===== config.mk =====
export PLATFORM = sky130hd
export DESIGN_NAME = mem_access_unit
export DESIGN_NICKNAME = d
export VERILOG_FILES = /design/src/rtl/mem_access_unit_pkg.sv /design/src/rtl/lane_align.sv /design/src/rtl/mem_access_unit.sv
export SDC_FILE = /design/constraint.sdc
export NUM_CORES = 1
export LEC_CHECK = 0
export BUFFER_PORTS_ARGS = -buffer_cell sky130_fd_sc_hd__buf_2
export CAP_MARGIN = 5
export CORE_UTILIZATION = 27
export CTS_CLUSTER_SIZE = 16
export DETAILED_ROUTE_END_ITERATION = 7
export GPL_TIMING_DRIVEN = 0
export PLACE_DENSITY = 0.59
export SETUP_SLACK_MARGIN = 0.3
export SYNTH_ARGS = -nofsm -noshare
export SYNTH_HDL_FRONTEND = slang
export SYNTH_SLANG_ARGS = --single-unit

===== constraint.sdc =====
create_clock -name clk -period 1.68 [get_ports clk]
set_input_delay 0.168 -clock clk [delete_from_list [all_inputs] [get_ports clk]]
set_output_delay 0.168 -clock clk [all_outputs]
set_load 0.03 [all_outputs]

===== src/rtl/mem_access_unit_pkg.sv =====
// Shared definitions for the load/store unit: size codes, FSM states and the
// alignment rule used to reject illegal accesses.
package mem_access_unit_pkg;

   localparam logic [1:0] MEM_NONE = 2'b00;
   localparam logic [1:0] MEM_WORD = 2'b01;
   localparam logic [1:0] MEM_BYTE = 2'b10;
   localparam logic [1:0] MEM_HALF = 2'b11;

   typedef enum logic [2:0] {
      IDLE,
      RD,
      RMW_RD,
      RMW_WR,
      WR,
      DONE
   } state_e;

   // Bytes are always aligned; halves need lane[0]=0, words need lane=00.
   function automatic logic misaligned(input logic [1:0] size, input logic [1:0] lane);
      return ((size == MEM_WORD) && (lane != 2'b00)) ||
             ((size == MEM_HALF) && lane[0]);
   endfunction

endpackage


===== src/rtl/lane_align.sv =====
// Combinational byte-lane steering: extracts and sign-extends loads, and merges
// sub-word store data into a fetched word for read-modify-write.
module lane_align
   import mem_access_unit_pkg::*;
(
   input  logic [1:0]  size,
   input  logic [1:0]  lane,
   input  logic [31:0] rdata,
   input  logic [31:0] wdata,
   output logic [31:0] load_data,
   output logic [31:0] merged
);

   logic [31:0] shifted;
   logic [31:0] wdata_rep;
   logic [3:0]  byte_en;

   assign shifted = rdata >> {lane, 3'b000};

   always_comb begin
      load_data = shifted;
      wdata_rep = wdata;
      byte_en   = 4'b1111;
      case (size)
         MEM_BYTE: begin
            load_data = {{24{shifted[7]}}, shifted[7:0]};
            wdata_rep = {4{wdata[7:0]}};
            byte_en   = 4'b0001 << lane;
         end
         MEM_HALF: begin
            load_data = {{16{shifted[15]}}, shifted[15:0]};
            wdata_rep = {2{wdata[15:0]}};
            byte_en   = lane[1] ? 4'b1100 : 4'b0011;
         end
         default: ;
      endcase
   end

   // Store data is replicated across lanes so the enable mask alone picks the target.
   genvar gi;
   generate
      for (gi = 0; gi < 4; gi++) begin : g_lane
         assign merged[8*gi +: 8] = byte_en[gi] ? wdata_rep[8*gi +: 8] : rdata[8*gi +: 8];
      end
   endgenerate

endmodule


===== src/rtl/mem_access_unit.sv =====
// Load/store unit between the pipeline and a word-wide memory; sub-word stores
// are done as read-modify-write, and the pipeline is stalled while busy.
module mem_access_unit
   import mem_access_unit_pkg::*;
(
   input  logic        clk,
   input  logic        reset,
   input  logic [1:0]  MemRead,
   input  logic [1:0]  MemWrite,
   input  logic [31:0] Address,
   input  logic [31:0] WriteData,
   output logic [31:0] ReadData,
   output logic        Stall,
   output logic        AddrErr,
   output logic        mem_req,
   output logic        mem_we,
   output logic [29:0] mem_addr,
   output logic [31:0] mem_wdata,
   input  logic [31:0] mem_rdata,
   input  logic        mem_ready
);

   state_e      state_q, state_d;
   logic [31:0] read_data_q, read_data_d;
   logic [31:0] merge_q, merge_d;
   logic [31:0] addr_q, addr_d;
   logic [31:0] wdata_q, wdata_d;
   logic [1:0]  size_q, size_d;
   logic        addr_err_q, addr_err_d;

   logic        req;
   logic        illegal;
   logic [1:0]  req_size;
   logic [31:0] load_data;
   logic [31:0] merged;

   assign req      = (MemRead != MEM_NONE) || (MemWrite != MEM_NONE);
   assign req_size = (MemRead != MEM_NONE) ? MemRead : MemWrite;
   assign illegal  = ((MemRead != MEM_NONE) && (MemWrite != MEM_NONE)) ||
                     misaligned(req_size, Address[1:0]);

   lane_align u_lane_align (
      .size      (size_q),
      .lane      (addr_q[1:0]),
      .rdata     (mem_rdata),
      .wdata     (wdata_q),
      .load_data (load_data),
      .merged    (merged)
   );

   always_comb begin
      state_d     = state_q;
      read_data_d = read_data_q;
      merge_d     = merge_q;
      addr_d      = addr_q;
      wdata_d     = wdata_q;
      size_d      = size_q;
      addr_err_d  = 1'b0;
      case (state_q)
         IDLE: begin
            if (req) begin
               // Request fields are captured so the memory side sees stable values.
               addr_d  = Address;
               wdata_d = WriteData;
               size_d  = req_size;
               if (illegal) begin
                  addr_err_d  = 1'b1;
                  read_data_d = '0;
                  state_d     = DONE;
               end else if (MemRead != MEM_NONE) begin
                  state_d = RD;
               end else if (MemWrite == MEM_WORD) begin
                  state_d = WR;
               end else begin
                  state_d = RMW_RD;
               end
            end
         end
         RD: begin
            if (mem_ready) begin
               read_data_d = load_data;
               state_d     = DONE;
            end
         end
         RMW_RD: begin
            if (mem_ready) begin
               merge_d = merged;
               state_d = RMW_WR;
            end
         end
         RMW_WR, WR: begin
            if (mem_ready) state_d = DONE;
         end
         DONE:    state_d = IDLE;
         default: state_d = IDLE;
      endcase
   end

   always_ff @(posedge clk) begin
      if (reset) begin
         state_q     <= IDLE;
         read_data_q <= '0;
         merge_q     <= '0;
         addr_q      <= '0;
         wdata_q     <= '0;
         size_q      <= MEM_NONE;
         addr_err_q  <= 1'b0;
      end else begin
         state_q     <= state_d;
         read_data_q <= read_data_d;
         merge_q     <= merge_d;
         addr_q      <= addr_d;
         wdata_q     <= wdata_d;
         size_q      <= size_d;
         addr_err_q  <= addr_err_d;
      end
   end

   assign mem_req   = state_q inside {RD, RMW_RD, RMW_WR, WR};
   assign mem_we    = (state_q == RMW_WR) || (state_q == WR);
   assign mem_addr  = (state_q == IDLE) ? Address[31:2] : addr_q[31:2];
   assign mem_wdata = (state_q == RMW_WR) ? merge_q : wdata_q;
   assign Stall     = !reset && (mem_req || ((state_q == IDLE) && req));
   assign ReadData  = read_data_q;
   assign AddrErr   = addr_err_q;

endmodule


==> results of run 1 <==
## synthesized netlist by cell type (all sizes together)
cell type,n
inv,7
mux2i,36
or3,1
o22ai,1
nor4b,1
nand3,3
or2,2
clkbuf,42
a2111oi,2
a21o,4
o2bb2ai,21
a211oi,19
nor2,38
o211ai,25
nor4,1
o21a,1
nor2b,3
o21ai,10
nand2b,5
nand3b,1
dfxtp,134
a22o,8
and3,2
clkinv,1
a41oi,1
nor4bb,1
a221oi,8
nand2,275
a31oi,2
mux2,55
buf,23
nor3b,2
a21oi,108
nor3,5
## layout make-up
cell class	count	area share
multi-input cells	641	0.392
plain buffers	65	0.0643
clock inverters	14	0.0123
inverters	8	0.00319
well taps	324	0.0333
clock buffers	18	0.0353
repair buffers	328	0.238
flip-flops and latches	134	0.222
## state kept, by name, indices dropped and copies added, names as in the netlist
name,cells
addr_q,32
size_q,2
AddrErr,1
merge_q,32
wdata_q,32
ReadData,32
state_q,3
## what timing repair did
| action | CTS | global route |
|---|---|---|
| hold endpoints to repair | 58 | 0 |
| endpoints found under the setup margin | 199 | 199 |
| hold buffers | 58 | 0 |
| gates resized for setup | 245 | 147 |
| pin swaps | 45 | 40 |
| gates cloned | 8 | 12 |
| setup buffers | 37 | 14 |
## per-stage QoR
stage          power [mW]  utilization  TNS, ns  std cells  instance area, um^2
5_1_grt              15.3        0.499   -48.17       1532                12200
2_1_floorplan        7.09            -        0        848                 7300
3_5_place_dp         8.43        0.357   -55.45       1371                 8700
3_3_place_gp         8.39        0.357   -54.60       1371                 8700
6_report             14.7        0.499   -37.33       1532                12200
4_1_cts              13.6        0.462   -34.95       1506                11300
## worst max-delay path by stage
| stage | from | to | slack [ns] | cells past startpoint |
|---|---|---|---|---|
| finish | state_q[2]$_SDFFE_PP0P_ | Stall | -0.40 | 8 |
| global route | state_q[2]$_SDFFE_PP0P_ | Stall | -0.47 | 8 |
| CTS | state_q[2]$_SDFFE_PP0P_ | Stall | -0.44 | 8 |
| detailed placement | state_q[1]$_SDFFE_PP0P_ | addr_q[0]$_SDFFE_PP0P_ | -0.53 | 6 |
| global placement | state_q[1]$_SDFFE_PP0P_ | wdata_q[25]$_SDFFE_PP0P_ | -0.52 | 6 |
| floorplan | state_q[1]$_SDFFE_PP0P_ | Stall | 0.03 | 7 |
## kinds of logic after synthesis
family / synth area share
multiplexers: 0.145
buffers and inverters: 0.0464
AND/OR/NAND/NOR: 0.202
AO/OA/AOI/OAI: 0.208
flip-flops: 0.398
## per-layer routing
| metal | vias up | global-route usage | share of wire | wire [um] |
|---|---|---|---|---|
| li1 | 3645 | - | - | - |
| met1 | 3655 | 0.272 | 0.43 | 12200 |
| met2 | 309 | 0.339 | 0.48 | 13500 |
| met3 | 45 | 0.0457 | 0.068 | 1920 |
| met4 | 0 | 0.0775 | 0.025 | 695 |
| met5 | - | 0 | 0 | 0 |
## report_power, final
group	total [mW]	internal, mW	switching (mW)
combinational	7.03	3.33	3.69
sequential	3.90	3.53	0.370
clock	3.74	2.19	1.55
total	14.7	9.06	5.61
## worst max-delay path, cell delays in order (launching register included)
cell	delay (ns)
sky130_fd_sc_hd__dfxtp_2	0.33
sky130_fd_sc_hd__buf_8	0.12
sky130_fd_sc_hd__or3_4	0.37
sky130_fd_sc_hd__buf_12	0.16
sky130_fd_sc_hd__a21oi_4	0.14
sky130_fd_sc_hd__buf_8	0.12
sky130_fd_sc_hd__nor2_4	0.03
sky130_fd_sc_hd__nor2_4	0.08
sky130_fd_sc_hd__buf_6	0.14
==> metrics.md, run 1 <==
| Metric | Value |
|---|---|
| Status | `finished with violations` |
| Violated checks | `setup timing` |
| Sequential fraction of the synthesis area | `0.398` |
| Clock sink count | `134` |
| Die area | `0.0256 mm^2` |
| Area occupied by multi-input gates | `0.00476 mm^2` |
| Post-synth top area cell | `sky130_fd_sc_hd__dfxtp_1` |
| Area of the core | `0.0244 mm^2` |
| Flops & latches, synth | `134` |
| Horizontal die dimension | `160 um` |
| Leading cell types in the layout, fill and taps excluded | `sky130_fd_sc_hd__nand2_1 (196), sky130_fd_sc_hd__buf_2 (150), sky130_fd_sc_hd__dfxtp_1 (129)` |
| H-tree levels | `4` |
| # nets final | `1298` |
| Final setup vio count | `167` |
| Number of placed I/O pins | `201` |
| Worst Path Max Fanout | `7` |
| Share of the clock period used by the worst path after layout | `1.24` |
| Fin. max-slew vios | `0` |
| First-pass iteration count of the detailed router | `5` |
| Reg clk slew, reported paths | `0.06 ns` |
| Antenna diode instance count | `0` |
| GRT Overall Usage | `0.209` |
| Clock insertion delay at the later pin of the skew report | `0.44 ns` |
| Via count | `7654` |
| Top area cells in the synthesized netlist | `sky130_fd_sc_hd__dfxtp_1 (40%), sky130_fd_sc_hd__nand2_1 (15%), sky130_fd_sc_hd__mux2_2 (9.2%)` |
| Minimum setup slack among reg-to-reg paths | `-0.27 ns` |
| Detailed Route WL | `28.3 mm` |
| Post-synthesis net count | `951` |
| Worst clock skew on the final layout | `0.0129 ns` |
| Sequential cell area | `0.00269 mm^2` |
| Global-route wire length before repair | `41.0 mm` |
| Type of the setup path with the least slack | `reg2out` |
| Largest net degree at the start of global routing | `17` |
| Area growth from synthesis to layout | `80.5%` |
| Post-detailed-placement half-perimeter wirelength | `19.0 mm` |
| Yosys top cell area share | `0.398` |
| Transition time at the pin with the least slew margin | `0.894 ns` |
| Critical R2R Capture | `ReadData[8]$_SDFFE_PP0P_` |
| Pre-CTS WS | `-0.525 ns` |
| Warnings, synthesis | `0` |
| Slew headroom | `0.389` |
| Fmax achieved | `481 MHz` |
| TritonCTS clock tree | `yes` |
| Final Critical Period | `2.08 ns` |
| GRT Residual Overflow | `0` |
| Count of input and output buffers | `199` |
| Fin worst setup slack | `-0.400 ns` |
| Total clock buffers created by CTS | `17` |
| VDD IR-drop max | `0.677 mV` |
| Number of fill cells in the layout | `2270` |
| Number of violations of the max-capacitance limit | `0` |
| DRC violation count after routing | `0` |
| Power density over cell area | `1210 mW/mm^2` |
| Root buffer selected by CTS | `sky130_fd_sc_hd__clkbuf_16` |
| Total leakage power | `5.44 nW` |
| Synthesized area per cell | `7.94 um^2` |
| Average detailed-routed wire length per instance | `18.5 um` |
| Class of the most critical hold timing path | `in2reg` |
| Number of failing hold endpoints at the final stage | `0` |
| Library cells used by synthesis | `44` |
| Unrepaired setup endpoints after global routing | `yes` |
| Number of buffers on the longest clock path | `2` |
| Vertical die dimension | `160 um` |
| Cell Rows | `57` |
| Worst R2R Path Depth | `12` |
| Most common library cell in the layout ignoring fill and taps | `sky130_fd_sc_hd__nand2_1` |
| Routed Antenna Nets | `0` |
| CP Data Arrival Time | `1.91 ns` |
| Crit Reg-Reg Startpoint | `state_q[2]$_SDFFE_PP0P_` |
| Initial core utilization | `0.276` |
| Endpoint of the worst hold-timing path | `wdata_q[14]$_SDFFE_PP0P_` |
| Gp weighted congestion | `0.882` |
| Endpoint type of the worst setup path | `output pin` |
| Final hold slack | `0.00550 ns` |
| Number of antenna violations at the first check in global routing | `1` |
| Via-to-Cell Ratio | `5.00` |
| Worst hold path startpoint | `WriteData[14]` |
| WP data required | `1.51 ns` |
| Starting DRC count in detailed routing | `516` |
| Ratio of cells with drive above 1 in the final layout | `0.472` |
| Cell count of the worst hold path | `3` |
| Number of global-route vias before repair | `7291` |
| Startpoint type of the worst setup path | `flop` |
| Cells after Synth | `848` |
| Post-synth design cell area | `0.00674 mm^2` |
Note: power is estimated with default switching activity, not from simulation.
==> run 2: changes to the inputs <==
PLACE_DENSITY = default   (was 0.59)
==> run 2 against run 1 <==
  * The run still ends with setup timing left
  * First-iteration DRC count shrank 1.2%
  * Worst setup slack gained 0.0099 ns
  * Via count shrank 3.3%
  * Sequential power shrank 1%
  * Critical path type unchanged
  * Largest power group unchanged
==> metrics.md, run 2 (synthesized netlist as in run 1, its figures left out) <==
| Metric | Value |
|---|---|
| Area of the core | `0.0244 mm^2 (unchanged)` |
| Post-Layout Cell Count | `1503 (-1.9%)` |
| Endpoint type of the worst setup path | `output pin` |
| Via count | `7399 (-3.3%)` |
| Cell Rows | `57 (unchanged)` |
| Most common library cell in the layout ignoring fill and taps | `sky130_fd_sc_hd__nand2_1` |
| Die area | `0.0256 mm^2 (unchanged)` |
| Number of global-route vias before repair | `6969 (-4.4%)` |
| TritonCTS clock tree | `yes` |
| Final hold slack | `0.0202 ns (+0.0147 ns)` |
| Slew headroom | `0.545 (+0.156)` |
| Initial core utilization | `0.276 (unchanged)` |
| Ratio of cells with drive above 1 in the final layout | `0.424 (-0.0478)` |
| Largest net degree at the start of global routing | `17 (unchanged)` |
| Violated checks | `setup timing` |
| Detailed Route WL | `27.0 mm (-4.6%)` |
| Gp weighted congestion | `0.882 (about the same)` |
| VDD IR-drop max | `0.770 mV (+14%)` |
| Vertical die dimension | `160 um (unchanged)` |
| Transition time at the pin with the least slew margin | `0.681 ns (-0.213 ns)` |
| Status | `finished with violations` |
| Count of input and output buffers | `199 (unchanged)` |
| First-pass iteration count of the detailed router | `5 (unchanged)` |
| Horizontal die dimension | `160 um (unchanged)` |
| Worst Path Max Fanout | `5 (-2)` |
| Number of failing hold endpoints at the final stage | `0 (unchanged)` |
| Unrepaired setup endpoints after global routing | `yes` |
| Total power | `13.5 mW (-7.9%)` |
| Reg clk slew, reported paths | `0.06 ns (about the same)` |
| Startpoint type of the worst setup path | `flop` |
| DRC violation count after routing | `0 (unchanged)` |
| WP data required | `1.51 ns (about the same)` |
| Number of violations of the max-capacitance limit | `0 (unchanged)` |
| Count of placed standard cells including taps | `1371 (unchanged)` |
| Fin worst setup slack | `-0.390 ns (+0.00993 ns)` |
| Type of the setup path with the least slack | `reg2out` |
| Final setup vio count | `149 (-11%)` |
| Total leakage power | `4.98 nW (-8.4%)` |
| Global-route wire length before repair | `39.2 mm (-4.3%)` |
| Fmax achieved | `483 MHz (+0.48%)` |
| Post-route setup TNS | `-32.22 ns (+5.12 ns)` |
| Leading cell types in the layout, fill and taps excluded | `sky130_fd_sc_hd__nand2_1 (212), sky130_fd_sc_hd__buf_2 (143), sky130_fd_sc_hd__dfxtp_1 (130)` |
| Worst clock skew on the final layout | `0.0106 ns (-0.00231 ns)` |
| H-tree levels | `4 (unchanged)` |
| Power density over cell area | `1200 mW/mm^2 (-0.27%)` |
| Total clock buffers created by CTS | `17 (unchanged)` |
| # nets final | `1269 (-2.2%)` |
| Antenna diode instance count | `0 (unchanged)` |
| Routed Antenna Nets | `0 (unchanged)` |
| GRT Residual Overflow | `0 (unchanged)` |
| Fin. max-slew vios | `0 (unchanged)` |
| Number of antenna violations at the first check in global routing | `1 (unchanged)` |
| Number of placed I/O pins | `201 (unchanged)` |
| Final Critical Period | `2.07 ns (-0.00993 ns)` |
| Starting DRC count in detailed routing | `510 (-1.2%)` |
| Root buffer selected by CTS | `sky130_fd_sc_hd__clkbuf_16` |
| Average detailed-routed wire length per instance | `18.0 um (-2.7%)` |
| Class of the most critical hold timing path | `in2reg` |
| Clock sink count | `134 (unchanged)` |
| Number of buffers on the longest clock path | `2 (unchanged)` |
| GRT Overall Usage | `0.199 (-0.0108)` |
| Share of the clock period used by the worst path after layout | `1.23 (-0.00591)` |
| CP Data Arrival Time | `1.90 ns (about the same)` |
| Post-detailed-placement half-perimeter wirelength | `18.9 mm (-0.67%)` |
| Area growth from synthesis to layout | `66.8%` |
| Via-to-Cell Ratio | `4.92 (-1.5%)` |
| Clock insertion delay at the later pin of the skew report | `0.43 ns (about the same)` |
-- run 2: path summary, 6_finish.rpt --
| kind | cells after the start | slack, ns | end | start |
|---|---|---|---|---|
| min | 3 | 0.02 | addr_q[2]$_SDFFE_PP0P_ | Address[2] |
| max | 8 | -0.39 | Stall | state_q[1]$_SDFFE_PP0P_ |
| min reg2reg | 2 | 0.45 | merge_q[12]$_SDFFE_PP0P_ | merge_q[12]$_SDFFE_PP0P_ |
| max reg2reg | 9 | -0.23 | size_q[1]$_SDFFE_PP0P_ | state_q[1]$_SDFFE_PP0P_ |
-- run 2: area by class of cell --
| cell class | count | area [um^2] |
|---|---|---|
| Buffer | 65 | 642 |
| Clock buffer | 18 | 429 |
| Clock inverter | 14 | 128 |
| Fill cell | 2366 | 13200 |
| Inverter | 8 | 35.0 |
| Multi-Input combinational cell | 641 | 4490 |
| Sequential cell | 134 | 2690 |
| Tap cell | 324 | 405 |
| Timing Repair Buffer | 299 | 2410 |
-- run 2: report_power, final --
group	total, mW	switching [mW]	leakage [nW]	internal [mW]
Clock	3.61	1.57	0.275	2.05
Sequential	3.86	0.331	1.10	3.53
Combinational	6.04	3.39	3.61	2.66
Total	13.5	5.28	4.98	8.23
-- run 2: layer usage --
metal / up-vias / routed length [um] / GRT usage
met4: 2 / 541 / 0.0610
met1: 3506 / 12100 / 0.261
met2: 272 / 12700 / 0.324
li1: 3575 / - / -
met5: - / 10 / 0
met3: 44 / 1640 / 0.0421
-- run 2: critical path: stages, from the launching register on --
cell                      delay (ns)
sky130_fd_sc_hd__dfxtp_2        0.32
sky130_fd_sc_hd__buf_6          0.12
sky130_fd_sc_hd__or3_4          0.37
sky130_fd_sc_hd__buf_8          0.15
sky130_fd_sc_hd__a21oi_4        0.15
sky130_fd_sc_hd__buf_8          0.12
sky130_fd_sc_hd__nor2_4         0.03
sky130_fd_sc_hd__nor2_4         0.07
sky130_fd_sc_hd__buf_6          0.14
-- run 2: through the flow --
step / setup slack (ns) / area [um^2] / utilization
global placement: -0.480 / 8700 / 0.357
global route: -0.453 / 11200 / 0.461
detailed placement: -0.475 / 8700 / 0.357
finish: -0.390 / 11200 / 0.461
CTS: -0.426 / 10600 / 0.434
floorplan: 0.0325 / 7300 / -
-- run 2: repair_timing --
item / 4_1_cts / 5_1_grt
hold endpoints to repair: 61 / 0
hold buffers: 61 / 0
pin swaps: 6 / 7
setup buffers: 14 / 15
gates resized for setup: 161 / 120
endpoints found under the setup margin: 199 / 199
cloned: 3 / 7
==> run 3: changes to the inputs <==
MAX_ROUTING_LAYER = met4   (was default)
==> run 3 against run 2 <==
  * The flow still finishes with violations (setup timing)
  * Wire length grew 0.34%
  * Clock power about the same
  * Register-to-register slack lost 0.03 ns
  * Fmax fell by 0.69%
  * First-iteration DRC count down 0.59%
  * Worst hold slack barely moved
  * Sequential share of layout area shrank 0.18 points
  * Die area unchanged
  * Via count down 0.30%
  * Flip-flop and latch count is the same
  * Final cell count increased by 0.13%
  * Power grew 0.19%
==> metrics.md, run 3 (synthesized netlist as in run 1, its figures left out) <==
| Metric | Value |
|---|---|
| Vertical die dimension | `160 um (unchanged)` |
| Area of the core | `0.0244 mm^2 (unchanged)` |
| Cell Area, Placed | `0.00870 mm^2 (unchanged)` |
| Average detailed-routed wire length per instance | `18.0 um (+0.20%)` |
| Critical-path top delay cell | `sky130_fd_sc_hd__or3_4` |
| Power density over cell area | `1200 mW/mm^2 (-0.57%)` |
| Area growth from synthesis to layout | `68.0%` |
| Total leakage power | `5.01 nW (+0.44%)` |
| CP Data Arrival Time | `1.92 ns (+0.02 ns)` |
| GRT Residual Overflow | `0 (unchanged)` |
| Number of buffers on the longest clock path | `2 (unchanged)` |
| Initial core utilization | `0.276 (unchanged)` |
| Clock sink count | `134 (unchanged)` |
| Final setup vio count | `151 (+1.3%)` |
| Class of the most critical hold timing path | `in2reg` |
| Startpoint type of the worst setup path | `flop` |
| H-tree levels | `4 (unchanged)` |
| Root buffer selected by CTS | `sky130_fd_sc_hd__clkbuf_16` |
| Starting DRC count in detailed routing | `507 (-0.59%)` |
| DR WL met3 | `1.33 mm (-19%)` |
| Endpoint type of the worst setup path | `output pin` |
| Routed Antenna Nets | `0 (unchanged)` |
| Area occupied by multi-input gates | `0.00454 mm^2 (+1.1%)` |
| Detailed Route WL | `27.1 mm (+0.34%)` |
| GRT Overall Usage | `0.205 (+0.00670)` |
| Cell count of the worst hold path | `3 (unchanged)` |
| Worst Path Max Fanout | `5 (unchanged)` |
| WP data required | `1.51 ns (about the same)` |
| Total clock buffers created by CTS | `17 (unchanged)` |
| Number of fill cells in the layout | `2344 (-0.93%)` |
| Ratio of cells with drive above 1 in the final layout | `0.427 (+0.00303)` |
| Sequential cell area | `0.00269 mm^2 (unchanged)` |
| Via-to-Cell Ratio | `4.90 (-0.43%)` |
| Fin worst setup slack | `-0.404 ns (-0.0144 ns)` |
| DRC violation count after routing | `0 (unchanged)` |
| Count of input and output buffers | `199 (unchanged)` |
| Post-route setup TNS | `-33.70 ns (-1.48 ns)` |
| Final design instance area without fill | `0.0113 mm^2 (+0.77%)` |
| Number of placed I/O pins | `201 (unchanged)` |
| Routed length on met1 | `12.5 mm (+2.7%)` |
| Reg clk slew, reported paths | `0.06 ns (about the same)` |
| Fmax achieved | `480 MHz (-0.69%)` |
| Leading cell types in the layout, fill and taps excluded | `sky130_fd_sc_hd__nand2_1 (212), sky130_fd_sc_hd__buf_2 (144), sky130_fd_sc_hd__dfxtp_1 (130)` |
| WP depth | `8 (unchanged)` |
| Share of the clock period used by the worst path after layout | `1.24 (+0.00857)` |
| Clock insertion delay at the later pin of the skew report | `0.43 ns (about the same)` |
| Unrepaired setup endpoints after global routing | `yes` |
| Number of global-route vias before repair | `6987 (+0.26%)` |
| Number of antenna violations at the first check in global routing | `1 (unchanged)` |
| Detailed-routed wire length on met2 | `12.7 mm (+0.32%)` |
| Final Critical Period | `2.08 ns (+0.0144 ns)` |
| Cell Rows | `57 (unchanged)` |
| Worst clock skew on the final layout | `0.0117 ns (+0.00116 ns)` |
| Dominant delay contributor by cell family on the critical path | `buffers and inverters` |
| Transition time at the pin with the least slew margin | `0.672 ns (-0.00935 ns)` |
| Cell-by-cell listing of the critical path | `buf_6 -> or3_4 -> buf_8 -> a21oi_4 -> buf_8 -> nor2_4 -> nor2_4 -> buf_6` |
| Top layer reached by signal wires | `met4` |
| Most common library cell in the layout ignoring fill and taps | `sky130_fd_sc_hd__nand2_1` |
| TritonCTS clock tree | `yes` |
| Total power | `13.5 mW (+0.19%)` |
| Final hold slack | `0.0206 ns (+0.000378 ns)` |
| Via count | `7377 (-0.30%)` |
| Horizontal die dimension | `160 um (unchanged)` |
| Fin. max-slew vios | `0 (unchanged)` |
| Number of violations of the max-capacitance limit | `0 (unchanged)` |
| First-pass iteration count of the detailed router | `5 (unchanged)` |
| Type of the setup path with the least slack | `reg2out` |
| # nets final | `1270 (+0.079%)` |
| Gp weighted congestion | `0.897 (+1.7%)` |
| Delay contributed by the slowest stage of the critical path | `0.37 ns (about the same)` |
| Largest net degree at the start of global routing | `17 (unchanged)` |
| Critical path buffer and inverter count | `4 (unchanged)` |
| VDD IR-drop max | `0.773 mV (+0.37%)` |
| Die area | `0.0256 mm^2 (unchanged)` |
| Global-route wire length before repair | `39.2 mm (about the same)` |
| Post-detailed-placement half-perimeter wirelength | `18.9 mm (unchanged)` |
| Worst R2R Path Depth | `9 (unchanged)` |
| Violated checks | `setup timing` |
| Status | `finished with violations` |
| Number of failing hold endpoints at the final stage | `0 (unchanged)` |
| Slew headroom | `0.551 (+0.00625)` |
[run 3: cell count changes in the layout (fill, tap and decap cells not counted), sizes merged]
cell / change
clkbuf: -2
buf: +3
diode: +1
[run 3: where the power goes]
part | internal, mW | leakage (nW) | switching (mW) | total [mW]
sequential | 3.53 | 1.10 | 0.336 | 3.86
combinational | 2.67 | 3.64 | 3.40 | 6.07
clock | 2.05 | 0.275 | 1.56 | 3.61
[run 3: worst reg2reg max path, cell delays in order (launching register included)]
cell and delay, ns:
sky130_fd_sc_hd__dfxtp_2 0.33, sky130_fd_sc_hd__buf_6 0.12, sky130_fd_sc_hd__or3_4 0.37, sky130_fd_sc_hd__buf_8 0.15, sky130_fd_sc_hd__a21oi_4 0.16, sky130_fd_sc_hd__buf_4 0.15, sky130_fd_sc_hd__buf_12 0.13, sky130_fd_sc_hd__buf_12 0.14
sky130_fd_sc_hd__mux2i_1 0.18, sky130_fd_sc_hd__nor2_1 0.07
[run 3: worst paths after layout]
path | from | slack (ns) | to
setup / recovery | state_q[1]$_SDFFE_PP0P_ | -0.40 | Stall
hold / removal | Address[2] | 0.02 | addr_q[2]$_SDFFE_PP0P_
setup reg to reg | state_q[1]$_SDFFE_PP0P_ | -0.26 | size_q[1]$_SDFFE_PP0P_
hold reg to reg | merge_q[12]$_SDFFE_PP0P_ | 0.45 | merge_q[12]$_SDFFE_PP0P_
[run 3: metal layers]
layer | global-route usage | vias to the layer above
li1 | - | 3578
met4 | 0.0623 | 0
met5 | - | -
met2 | 0.324 | 238
met1 | 0.264 | 3515
met3 | 0.0405 | 46
[run 3: cell type report]
cell class	count	area share
diodes	1	0.000221
plain buffers	65	0.0576
clock buffers	18	0.0379
clock inverters	14	0.0113
inverters	8	0.00310
multi-input cells	641	0.401
flip-flops and latches	134	0.238
well taps	324	0.0358
repair buffers	300	0.215
[run 3: repair_timing]
item,CTS,global route
hold buffers,61,0
hold endpoints to repair,61,0
pin swaps,6,10
buffers inserted,14,15
gates resized for setup,161,130
gates cloned,3,8
setup endpoints to repair,199,199
[run 3: metrics by stage]
step,utilization,std cells,setup WS (ns)
2_1_floorplan,-,848,0.0325
3_3_place_gp,0.357,1371,-0.480
3_5_place_dp,0.357,1371,-0.475
4_1_cts,0.434,1481,-0.426
5_1_grt,0.464,1505,-0.451
6_report,0.464,1505,-0.404
